[config.mk]
export PLATFORM = sky130hd
export DESIGN_NAME = load_store_unit
export DESIGN_NICKNAME = d
export VERILOG_FILES = /design/src/rtl/lsu_pkg.sv /design/src/rtl/lsu_align.sv /design/src/rtl/load_store_unit.sv
export SDC_FILE = /design/constraint.sdc
export NUM_CORES = 1
export LEC_CHECK = 0
export ABC_AREA = 1
export CORE_MARGIN = 5
export CORE_UTILIZATION = 45
export DETAILED_ROUTE_END_ITERATION = 10
export PLACE_DENSITY = 0.83
export REMOVE_ABC_BUFFERS = 1
export SLEW_MARGIN = 25
export SYNTH_ARGS = -nofsm -noshare
export SYNTH_HDL_FRONTEND = slang
export SYNTH_SLANG_ARGS = --single-unit
[constraint.sdc]
create_clock -name clk -period 2.25 [get_ports clk]
set_input_delay 0.675 -clock clk [delete_from_list [all_inputs] [get_ports clk]]
set_output_delay 0.675 -clock clk [all_outputs]
set_load 0.02 [all_outputs]
[src/rtl/lsu_pkg.sv]
// Shared definitions for the load/store unit: fun3 size codes, FSM state
// encoding, byte-mask constants and a small fun3 decode helper.
package lsu_pkg;

  // fun3 size/sign codes as produced by decode
  localparam logic [2:0] F3_B  = 3'b000;
  localparam logic [2:0] F3_H  = 3'b001;
  localparam logic [2:0] F3_W  = 3'b010;
  localparam logic [2:0] F3_BU = 3'b100;
  localparam logic [2:0] F3_HU = 3'b101;
  localparam logic [2:0] F3_WU = 3'b110;

  // FSM state encoding (2-bit, legacy-compatible constants)
  localparam logic [1:0] ST_IDLE   = 2'd0;
  localparam logic [1:0] ST_REQ    = 2'd1;
  localparam logic [1:0] ST_WAIT_R = 2'd2;
  localparam logic [1:0] ST_RESP   = 2'd3;

  // Byte write-enable patterns before lane shifting
  localparam logic [3:0] MASK_NONE = 4'b0000;
  localparam logic [3:0] MASK_B    = 4'b0001;
  localparam logic [3:0] MASK_H    = 4'b0011;
  localparam logic [3:0] MASK_W    = 4'b1111;

  typedef enum logic [1:0] {
    SZ_B = 2'd0,
    SZ_H = 2'd1,
    SZ_W = 2'd2
  } lsu_size_e;

  // Access size from fun3; unlisted codes fall back to a full word
  function automatic lsu_size_e f3_size(input logic [2:0] f3);
    case (f3)
      F3_B, F3_BU: return SZ_B;
      F3_H, F3_HU: return SZ_H;
      F3_W, F3_WU: return SZ_W;
      default:     return SZ_W;
    endcase
  endfunction

  // Byte and halfword loads sign-extend unless fun3[2] selects unsigned
  function automatic logic f3_signed(input logic [2:0] f3);
    return ~f3[2];
  endfunction

endpackage

[src/rtl/lsu_align.sv]
// Combinational byte-lane logic for the load/store unit.
// Store side: replicates byte/halfword data across lanes and builds the
// write mask. Load side: selects the addressed lane and sign/zero-extends.
// Misaligned low address bits are simply dropped: halfwords look only at
// addr[1], words ignore addr[1:0].
module lsu_align
  import lsu_pkg::*;
#(
  parameter int DATA_W = 32
) (
  input  logic [2:0]        st_fun3,
  input  logic [1:0]        st_addr_lo,
  input  logic [DATA_W-1:0] st_wdata,
  output logic [DATA_W-1:0] st_wdata_fmt,
  output logic [3:0]        st_wmask,
  input  logic [2:0]        ld_fun3,
  input  logic [1:0]        ld_addr_lo,
  input  logic [DATA_W-1:0] ld_rdata,
  output logic [DATA_W-1:0] ld_rdata_ext
);

  // Byte to word, signed or unsigned
  function automatic logic [DATA_W-1:0] ext_byte(input logic [7:0] b, input logic sgn);
    logic signed [7:0]        bs;
    logic signed [DATA_W-1:0] r;
    bs = b;
    r  = bs;
    if (sgn) return r;
    return {{(DATA_W-8){1'b0}}, b};
  endfunction

  // Halfword to word, signed or unsigned
  function automatic logic [DATA_W-1:0] ext_half(input logic [15:0] h, input logic sgn);
    logic signed [15:0]       hs;
    logic signed [DATA_W-1:0] r;
    hs = h;
    r  = hs;
    if (sgn) return r;
    return {{(DATA_W-16){1'b0}}, h};
  endfunction

  lsu_size_e  st_size;
  lsu_size_e  ld_size;
  logic [7:0]  ld_byte;
  logic [15:0] ld_half;

  assign st_size = f3_size(st_fun3);
  assign ld_size = f3_size(ld_fun3);

  // Store lane replication and byte-enable generation
  always_comb begin
    st_wdata_fmt = st_wdata;
    st_wmask     = MASK_W;
    case (st_size)
      SZ_B: begin
        st_wdata_fmt = {4{st_wdata[7:0]}};
        st_wmask     = MASK_B << st_addr_lo;
      end
      SZ_H: begin
        st_wdata_fmt = {2{st_wdata[15:0]}};
        st_wmask     = MASK_H << {st_addr_lo[1], 1'b0};
      end
      default: begin
        st_wdata_fmt = st_wdata;
        st_wmask     = MASK_W;
      end
    endcase
  end

  // Load lane selection
  always_comb begin
    ld_byte = ld_rdata[7:0];
    case (ld_addr_lo)
      2'd0: ld_byte = ld_rdata[7:0];
      2'd1: ld_byte = ld_rdata[15:8];
      2'd2: ld_byte = ld_rdata[23:16];
      default: ld_byte = ld_rdata[31:24];
    endcase
    ld_half = ld_addr_lo[1] ? ld_rdata[31:16] : ld_rdata[15:0];
  end

  // Load extension by access size
  always_comb begin
    ld_rdata_ext = ld_rdata;
    case (ld_size)
      SZ_B:    ld_rdata_ext = ext_byte(ld_byte, f3_signed(ld_fun3));
      SZ_H:    ld_rdata_ext = ext_half(ld_half, f3_signed(ld_fun3));
      default: ld_rdata_ext = ld_rdata;
    endcase
  end

endmodule

[src/rtl/load_store_unit.sv]
// MEM-stage load/store executor for the RV32I pipeline.
// Accepts one load or store per handshake, drives a req/gnt/rvalid data
// memory port and returns extended load data with a one-cycle rsp_valid.
// The pipeline is stalled from the accept cycle until the response.
// Optional build macro MISALIGN_TRAP_EN: adds rsp_err; misaligned halfword
// or word accesses skip the memory and respond immediately with rsp_err=1.
module load_store_unit
  import lsu_pkg::*;
#(
  parameter int ADDR_W = 32,
  parameter int DATA_W = 32
) (
  input  logic              clk,
  input  logic              rst_n,
  input  logic              req_valid,
  output logic              req_ready,
  input  logic              load,
  input  logic              store,
  input  logic [2:0]        fun3,
  input  logic [ADDR_W-1:0] addr,
  input  logic [DATA_W-1:0] wdata,
  output logic              stall,
  output logic              mem_req,
  output logic              mem_we,
  output logic [ADDR_W-1:0] mem_addr,
  output logic [DATA_W-1:0] mem_wdata,
  output logic [3:0]        mem_wmask,
  input  logic              mem_gnt,
  input  logic              mem_rvalid,
  input  logic [DATA_W-1:0] mem_rdata,
  output logic              rsp_valid,
`ifdef MISALIGN_TRAP_EN
  output logic              rsp_err,
`endif
  output logic [DATA_W-1:0] rsp_rdata
);

  logic [1:0]        state_q;
  logic [1:0]        state_d;
  logic              accept;
  logic              misalign;

  // Captured request (p0) and captured load result (p1)
  logic              we_p0;
  logic [2:0]        fun3_p0;
  logic [ADDR_W-1:0] addr_p0;
  logic [DATA_W-1:0] wdata_p0;
  logic [3:0]        wmask_p0;
  logic [DATA_W-1:0] rdata_p1;

  logic [DATA_W-1:0] st_wdata_fmt;
  logic [3:0]        st_wmask;
  logic [DATA_W-1:0] ld_rdata_ext;

  // Store formatting runs on the live request; load extension on the
  // captured fun3/address against the returning memory word.
  lsu_align #(
    .DATA_W (DATA_W)
  ) u_align (
    .st_fun3      (fun3),
    .st_addr_lo   (addr[1:0]),
    .st_wdata     (wdata),
    .st_wdata_fmt (st_wdata_fmt),
    .st_wmask     (st_wmask),
    .ld_fun3      (fun3_p0),
    .ld_addr_lo   (addr_p0[1:0]),
    .ld_rdata     (mem_rdata),
    .ld_rdata_ext (ld_rdata_ext)
  );

  assign req_ready = (state_q == ST_IDLE);
  assign accept    = req_valid && req_ready && (load || store);
  assign stall     = (state_q != ST_IDLE) || accept;

`ifdef MISALIGN_TRAP_EN
  lsu_size_e req_size;
  logic      err_q;

  assign req_size = f3_size(fun3);
  assign misalign = ((req_size == SZ_H) && addr[0]) ||
                    ((req_size == SZ_W) && (addr[1:0] != 2'b00));

  // Error flag for the response belonging to the accepted access
  always_ff @(posedge clk or negedge rst_n) begin
    if (!rst_n) begin
      err_q <= 1'b0;
    end else if (accept) begin
      err_q <= misalign;
    end
  end

  assign rsp_err = rsp_valid && err_q;
`else
  assign misalign = 1'b0;
`endif

  // Next-state logic; store wins when load and store are both set
  always_comb begin
    state_d = state_q;
    case (state_q)
      ST_IDLE: begin
        if (accept) state_d = misalign ? ST_RESP : ST_REQ;
      end
      ST_REQ: begin
        if (mem_gnt) state_d = we_p0 ? ST_RESP : ST_WAIT_R;
      end
      ST_WAIT_R: begin
        if (mem_rvalid) state_d = ST_RESP;
      end
      default: state_d = ST_IDLE;
    endcase
  end

  // State register; async reset abandons any in-flight access
  always_ff @(posedge clk or negedge rst_n) begin
    if (!rst_n) begin
      state_q <= ST_IDLE;
    end else begin
      state_q <= state_d;
    end
  end

  // ---- stage p0: request capture on accept ----
  // Request capture; held stable through REQ until grant
  always_ff @(posedge clk) begin
    if (accept) begin
      we_p0    <= store;
      fun3_p0  <= fun3;
      addr_p0  <= addr;
      wdata_p0 <= st_wdata_fmt;
      wmask_p0 <= store ? st_wmask : MASK_NONE;
    end
  end

  // ---- stage p1: response data capture ----
  // Cleared on accept so stores and trapped accesses return zero
  always_ff @(posedge clk) begin
    if (accept) begin
      rdata_p1 <= '0;
    end else if ((state_q == ST_WAIT_R) && mem_rvalid) begin
      rdata_p1 <= ld_rdata_ext;
    end
  end

  // Memory port is driven only while requesting, zero otherwise
  assign mem_req   = (state_q == ST_REQ);
  assign mem_we    = mem_req && we_p0;
  assign mem_addr  = mem_req ? {addr_p0[ADDR_W-1:2], 2'b00} : '0;
  assign mem_wdata = mem_req ? wdata_p0 : '0;
  assign mem_wmask = mem_req ? wmask_p0 : MASK_NONE;

  assign rsp_valid = (state_q == ST_RESP);
  assign rsp_rdata = rsp_valid ? rdata_p1 : '0;

endmodule

Word-level counts from Yosys, hierarchy flattened
Cells that the tools add are included.
Storage, ports and cells
  register bits after elaboration: 106
  bits of input ports: 106
  output and inout bits: 105
  logic and storage cells: 66
Cells by class
  equality and inequality tests: 16
  shift-type cells: 2
  multiplexer cells: 23
  reductions and logical operators: 18
Operators by type and width (number)
  $mux 32: 7
  $pmux 32 s2: 2
  $pmux 8 s3: 1
  $mux 16: 1
  $eq 3x3->1 const B: 4
  $eq 2x1->1 const B: 4
  $logic_not 2->1: 4
  $pmux 2 s2: 2
  $pmux 4 s2: 1
  $reduce_or 2->1: 4
  $eq 2x2->1 const B: 3
  $eq 3x1->1 const B: 2
  $logic_not 3->1: 2
  $mux 2: 3
  $pmux 2 s3: 1
  $logic_and 1x1->1: 4
  $mux 1: 4
  $mux 4: 1
  $ne 2x1->1 const B: 2
  $shl 1x2->4 const A: 1
  $shl 2x2->4 const A: 1
  $reduce_and 3->1: 1
  $logic_or 1x1->1: 2
  $ne 2x2->1 const B: 1
  $reduce_bool 2->1: 1

Logic depth before layout (Yosys ltp)
Gate-level depths: netlist of run 1.
  word-level depth: 7
  depth in mapped cells: 9
  depth with buffers taken out: 9

Cells and area by module
From an unflattened synthesis of run 1, not the netlist that was laid out.
Second synthesis, totals
  cell total of the unflattened synthesis: 716
  area total of the unflattened synthesis: 5855.6 µm²
Modules (own cells, without submodules)
  load_store_unit: times used 1, cells each 463, area an instance 4694.5 µm², sequential area each 2852.7 µm²
  lsu_align: times used 1, cells each 253, area an instance 1161.1 µm², sequential area each 0.0 µm²

Worst setup path after synthesis of run 1
Ideal clock, no wire load.
  path kind: register to output
  start point: register state_q[1]
  end point: output mem_addr[25]
  arrival: 1600 ps
  data required time: 1575 ps
  setup slack: -25 ps
  stages on the path, launching flop included: 7
  path buffers: 2
  path through: dfrtp_1 -> inv_1 -> ha_1 -> clkbuf_1 -> clkbuf_1 -> nand2_1 -> inv_1
On the way
  word-level cells in the longest chain between the ends: 2
Ends and longest elaborated chain
  start: declaration: line load_store_unit.sv:38  | logic [1:0] state_q;
  start signal: assignment: line load_store_unit.sv:119  | state_q <= state_d;
  $eq 2x1->1: line load_store_unit.sv:146  | assign mem_req = (state_q == ST_REQ);
  named net mem_req: line load_store_unit.sv:23  | output logic mem_req,
  $mux 32: line load_store_unit.sv:148  | assign mem_addr = mem_req ? {addr_p0[ADDR_W-1:2], 2'b00} : '0;
  end: declaration: line load_store_unit.sv:25  | output logic [ADDR_W-1:0] mem_addr,
The timed path passes the listed nets, and every way through them passes these cells.

Worst setup path after layout of run 1
  start point: register state_q[0]
  end point: output mem_wdata[18]
On the way
  word-level cells in the longest chain between the ends: 2
Ends and longest elaborated chain
  $eq 2x1->1: line load_store_unit.sv:146
  $mux 32: line load_store_unit.sv:149  | assign mem_wdata = mem_req ? wdata_p0 : '0;
  end: declaration: line load_store_unit.sv:26  | output logic [DATA_W-1:0] mem_wdata,
Every way passes these cells.

==> impl_metrics.toml, run 1 <==
[setup_path]
cp-end-kind = "primary output"
arrival_ns = 1.58
required_ns = 1.57
path_max_fanout = 7
crit_chain = "ha_4 > buf_12 > buf_16 > nand2_2 > inv_1 > buf_4"
worstSetupStartpoint = "state_q[0]"
max_stage_delay_ns = 0.46
critPathKind = "flop to primary output"
slowest_stage = "dfrtp_2"
rrSetupSlack_ns = 0.16
cp-start-kind = "flop"
r2r_start = "state_q[0]"

[finish]
finish.utilization_pct = 68.4
postLayoutCellArea_um2 = 8220
antennaDiodeCount = 0
final_layout_size_suffix_gt1_share_pct = 23.5
nets = 1033
fillCellCount = 926
syn_to_final_growth_pct = 49.3

[synthesis]
ys_warn_count = 0
synth.top_cell.area_share_pct = 39.3
synthArstFlopShare_pct = 1.89
syn_inst = 698
synth_top_area_cell = "edfxtp_1"
synth_most_common_cell = "nand2_1"
ys_seq_area_share_pct = 51.8
yosys-top-cells-area = "edfxtp_1, nand2_1, dfxtp_1"
synth_cell_types = 32
synthTopCellsByCount = "nand2_1, inv_1, edfxtp_1"
ys_ff_latch = 106
avgSynthCellArea_um2 = 7.88
ys.flop_type = "edfxtp_1"
synth_edf_count = 72
synth_area_um2 = 5500

[die]
rows = 40
placeableCoreArea_um2 = 12000
initial_utilization_pct = 45.8
dieArea_um2 = 14500
io_pins = 211
fp.dieH_um = 121
die_x_um = 121

[global_routing]
grt_pass1_vias = 4692
grt.total_usage_pct = 21.5
grt_antenna_before_repair = 0
grt.overflow.total = 0
grt_max_degree = 58
grt_pass1_wl_mm = 24.6

[clock_tree]
hold_buffers = 0
insertion_delay_ns = 0.35
clockBufferDepth = 2
path_clk_slew_ns = 0.08
cts_root_buf = "clkbuf_16"
cts.sink_count = 106
cts_tree = "done"
htreeDepth = 3
cts_buffers = 9

[routing]
vias = 5244
vias_per_cell = 4.88
drt_iter0_drc = 551
drt-wirelength-per-cell_um = 16.1
drt_wl_total_mm = 17.3
ant_nets = 0
drc = 0
firstDrtPassIters = 7

[timing]
rsz0062_at_grt = "yes"
setup-violations-final = 2
setup_ws_ns = -0.00673
fin_worst_skew_ns = 0.00710
fin_hold_ws_ns = 0.474
slew_violations = 0
period_needed_ns = 2.26
finalHoldViolations = 0
period_share_pct = 100
fmax_mhz = 443

[power_and_ir_drop]
power_leakage_nw = 4.35
p_total_mw = 8.61
max-vdd-ir-drop_mv = 0.406
p_per_area_nw_per_um2 = 1050

[status]
status = "finished with violations"
violations = "negative setup slack"

[run]
max_cap_viol_count = 0

[placement]
place_area_um2 = 7750
routabilityCongestion = 0.856
port_buffers = 208
place_hpwl_mm = 11.7

[hold_path]
hold_start = "rdata_p1[3]"
worstHoldPathType = "flop to flop"
-- worst max-delay path, delay by kind of cell, from the launching register on --
family / cells / cell delay (ns)
buf+inv: 4 / 0.51
flops: 1 / 0.46
fa+ha+maj: 1 / 0.20
simple gates: 1 / 0.07
-- report_power, final --
part	total, mW	switching (mW)	internal, mW
logic	4.21	2.39	1.82
registers	2.87	0.243	2.63
clock network	1.52	0.750	0.773
-- flip-flops by register name, indices dropped and copies added, names as in the netlist --
register	cells
we_p0	1
wmask_p0	4
rdata_p1	32
fun3_p0	3
state_q	2
wdata_p0	32
addr_p0	32
-- layer usage --
layer  GRT usage (%)  up-vias  share of wire [%]
li1                -     2584                  -
met1            27.0     2407                 39
met2            36.5      224                 51
met3            4.35       29                6.9
met4            8.36        0                2.6
met5               0        -                  0
-- stage by stage --
step           TNS (ns)  cells  worst slack (ns)
5_1_grt           -1.27   1075           -0.0660
3_5_place_dp     -30.18   1043            -0.522
6_report       -0.00782   1075          -0.00673
3_3_place_gp     -27.16   1043            -0.519
4_1_cts           -2.02   1061            -0.136
2_1_floorplan   -348.78    662             -4.22
-- area by class of cell --
cell class	count	area (um^2)	area share (%)
Sequential cell	106	2850	34.7
Clock inverter	7	63.8	0.777
Timing Repair Buffer	250	2390	29.1
Multi-Input combinational cell	410	1950	23.8
Tap cell	147	184	2.24
Clock buffer	9	225	2.74
Inverter	146	548	6.67
-- logic make-up after synthesis --
family | after synthesis | share of synthesized area [%]
compound gates | 91 | 9.12
fa+ha+maj | 4 | 0.910
buf+inv | 183 | 14.7
flops | 106 | 51.8
other cells | 1 | 0.0681
simple gates | 313 | 23.4
-- cells in the final DEF (no fill, tap or decap), types with 2 or more instances in the layout --
cell / synthesis / final
buf_6: 4 / 40
clkinv_4: 0 / 2
nand3_2: 10 / 10
nor2_2: 1 / 2
buf_4: 3 / 41
nor2_1: 45 / 43
clkdlybuf4s50_1: 0 / 103
ha_4: 0 / 2
nand2_2: 1 / 26
edfxtp_1: 72 / 72
clkbuf_16: 0 / 15
o211ai_1: 7 / 7
o21a_1: 2 / 2
nand3_4: 2 / 2
dfxtp_1: 32 / 32
o21ai_0: 28 / 28
inv_6: 0 / 3
nand3_1: 11 / 11
nand2_1: 242 / 216
a31oi_1: 7 / 7
inv_1: 145 / 134
buf_12: 0 / 5
dlygate4sd2_1: 0 / 2
buf_16: 0 / 2
conb_1: 1 / 2
buf_2: 4 / 48
a21oi_1: 44 / 44
inv_2: 1 / 12
-- what timing repair did --
action / CTS / global route
buffers inserted: 0 / 7
cloned: 2 / 7
pin swaps: 1 / 0
resized for setup: 401 / 162
endpoints found under the setup margin: 142 / 105
-- path summary, 6_finish.rpt --
kind | end | depth (start not counted)
max | mem_wdata[18] | 6
min | rdata_p1[3] | 2
max reg2reg | fun3_p0[2] | 6
min reg2reg | rdata_p1[3] | 2
max in group asynchronous | state_q[0] | 1
min in group asynchronous | state_q[1] | 1
No activity file was read; power rests on OpenSTA's default activity.
==> inputs of run 2 (changes only) <==
REMOVE_ABC_BUFFERS = default   (was 1)
==> run 2 against run 1 <==
Against the previous run:
- the run now ends clean
- combinational power fell by 3%
- register-to-register slack about the same
- flip-flop and latch count is the same
- clock power is 4% higher
- die area did not move
- utilization is 0.45 points lower
- highest routed layer unchanged
==> impl_metrics.toml, run 2 (same netlist as run 1, synthesis figures left out) <==
[status]
status = "complete, no violations"

[setup_path]
path_max_fanout = 6
r2r-end = "fun3_p0[0]"
crit_chain = "ha_4 > buf_8 > buf_12 > buf_6 > nand2_2 > inv_2 > buf_6"
critPathKind = "flop to primary output"
r2r_start = "state_q[0]"
ff2ff_path_depth = 7
required_ns = 1.57
worstSetupStartpoint = "state_q[0]"
slowest_stage = "dfrtp_2"
arrival_ns = 1.55
rrSetupSlack_ns = 0.16
cp-end-kind = "primary output"
crit_top_cell = "buf_6"
cp-start-kind = "flop"
max_stage_delay_ns = 0.43

[power_and_ir_drop]
p_sw_mw = 3.29
power_leakage_nw = 4.34
switching_share_pct = 38.5
p_per_area_nw_per_um2 = 1050
power_frac_seq_pct = 33.5
pwr-share-comb_pct = 48.0
max-vdd-ir-drop_mv = 0.460
power.internal_mw = 5.25
p_total_mw = 8.54
p_clk_share_pct = 18.5

[hold_path]
whs_path_depth = 2
worstHoldPathType = "flop to flop"
min_to = "rdata_p1[0]"
hold_start = "rdata_p1[0]"

[clock_tree]
htreeDepth = 3
cts.sink_count = 106
cts_buffers = 9
cts_tree = "done"
hold_buffers = 0
clockBufferDepth = 2
insertion_delay_ns = 0.35
path_clk_slew_ns = 0.07
cts_root_buf = "clkbuf_16"

[placement]
place_area_um2 = 7770
dp.cells = 1043
routabilityCongestion = 0.937
post-place-ws_ns = -0.635
port_buffers = 208
place_hpwl_mm = 11.8

[routing]
vias_per_cell = 4.84
met3WireLength_mm = 1.71
drt-wirelength-per-cell_um = 15.4
drt_iter0_drc = 386
drt_wl_total_mm = 16.5
drt-met1-wl_mm = 6.18
firstDrtPassIters = 5
drc = 0
highest_layer = "met4"
ant_nets = 0
vias = 5193
dr_wl_met2_mm = 8.28

[die]
placeableCoreArea_um2 = 12000
initial_utilization_pct = 45.8
io_pins = 211
dieArea_um2 = 14500
die_x_um = 121
rows = 40
fp.dieH_um = 121

[timing]
finalHoldViolations = 0
fin_worst_skew_ns = 0.00555
setup_ws_ns = 0.0279
period_needed_ns = 2.22
tightestPinTransition_ns = 0.814
rsz0062_at_grt = "yes"
period_share_pct = 98.8
max_slew_margin_pct = 45.7
fmax_mhz = 450
setup-violations-final = 0
slew_violations = 0

[finish]
syn_to_final_growth_pct = 48.3
final_layout_size_suffix_gt1_share_pct = 24.0
postLayoutCellArea_um2 = 8160
top_regs = "addr_p0 x32, rdata_p1 x32, wdata_p0 x32"
antennaDiodeCount = 0
stdcell_count = 1072
nets = 1030
final_cell_mix = "nand2_1, inv_1, clkdlybuf4s50_1"
finish.utilization_pct = 68.0
final_common_cell = "nand2_1"

[global_routing]
grt.overflow.total = 0
grt_pass1_vias = 5077
grt_pass1_wl_mm = 25.8
grt_max_degree = 66
grt.total_usage_pct = 22.6
grt_antenna_before_repair = 0

[run]
max_cap_viol_count = 0
-- run 2: how the worst max path moves through the flow --
| stage | to | cells past startpoint | slack, ns |
|---|---|---|---|
| 3_3_place_gp | stall | 7 | -0.59 |
| 4_1_cts | mem_addr[10] | 8 | -0.14 |
| 6_report | mem_addr[7] | 7 | 0.03 |
| 2_1_floorplan | mem_addr[25] | 6 | -0.02 |
| 5_1_grt | stall | 8 | -0.03 |
| 3_5_place_dp | stall | 7 | -0.64 |
-- run 2: timing repair --
action / 4_1_cts / 5_1_grt
pin swaps: 1 / 4
buffers inserted: 11 / 1
setup endpoints to repair: 103 / 114
endpoints found under the hold margin: 0 / 0
cloned: 5 / 1
gates resized for setup: 483 / 88
-- run 2: area by class of cell --
cell class,count,area [um^2]
repair buffers,247,2300
flip-flops and latches,106,2850
multi-input cells,410,1980
well taps,147,184
inverters,146,551
clock inverters,7,67.6
fillers,1013,3850
clock buffers,9,225
-- run 2: critical path, delay by kind of cell (launching register included) --
kind / cells / cell delay, ns
simple gates: 1 / 0.06
fa+ha+maj: 1 / 0.18
flops: 1 / 0.43
buf+inv: 5 / 0.53
-- run 2: layer usage --
metal,track usage (%),vias up
met2,38.9,208
met3,7.86,23
met5,0,-
met4,7.72,0
li1,-,2575
met1,26.2,2387
-- run 2: power groups by stage --
stage / Combinational [mW] / Clock, mW / Sequential, mW
after CTS: 4.08 / 1.61 / 2.85
after global placement: 3.71 / 0 / 2.87
after global routing: 4.52 / 1.69 / 2.92
after detailed placement: 3.79 / 0 / 2.88
after floorplan: 2.18 / 0 / 2.81
final: 4.10 / 1.58 / 2.86
-- run 2: per-stage QoR --
stage               hold WS [ns]  setup TNS [ns]
finish                     0.469               0
global route               0.486          -0.182
floorplan                  0.379          -0.999
CTS                        0.470          -0.663
detailed placement         0.458          -24.69
global placement           0.452          -23.08
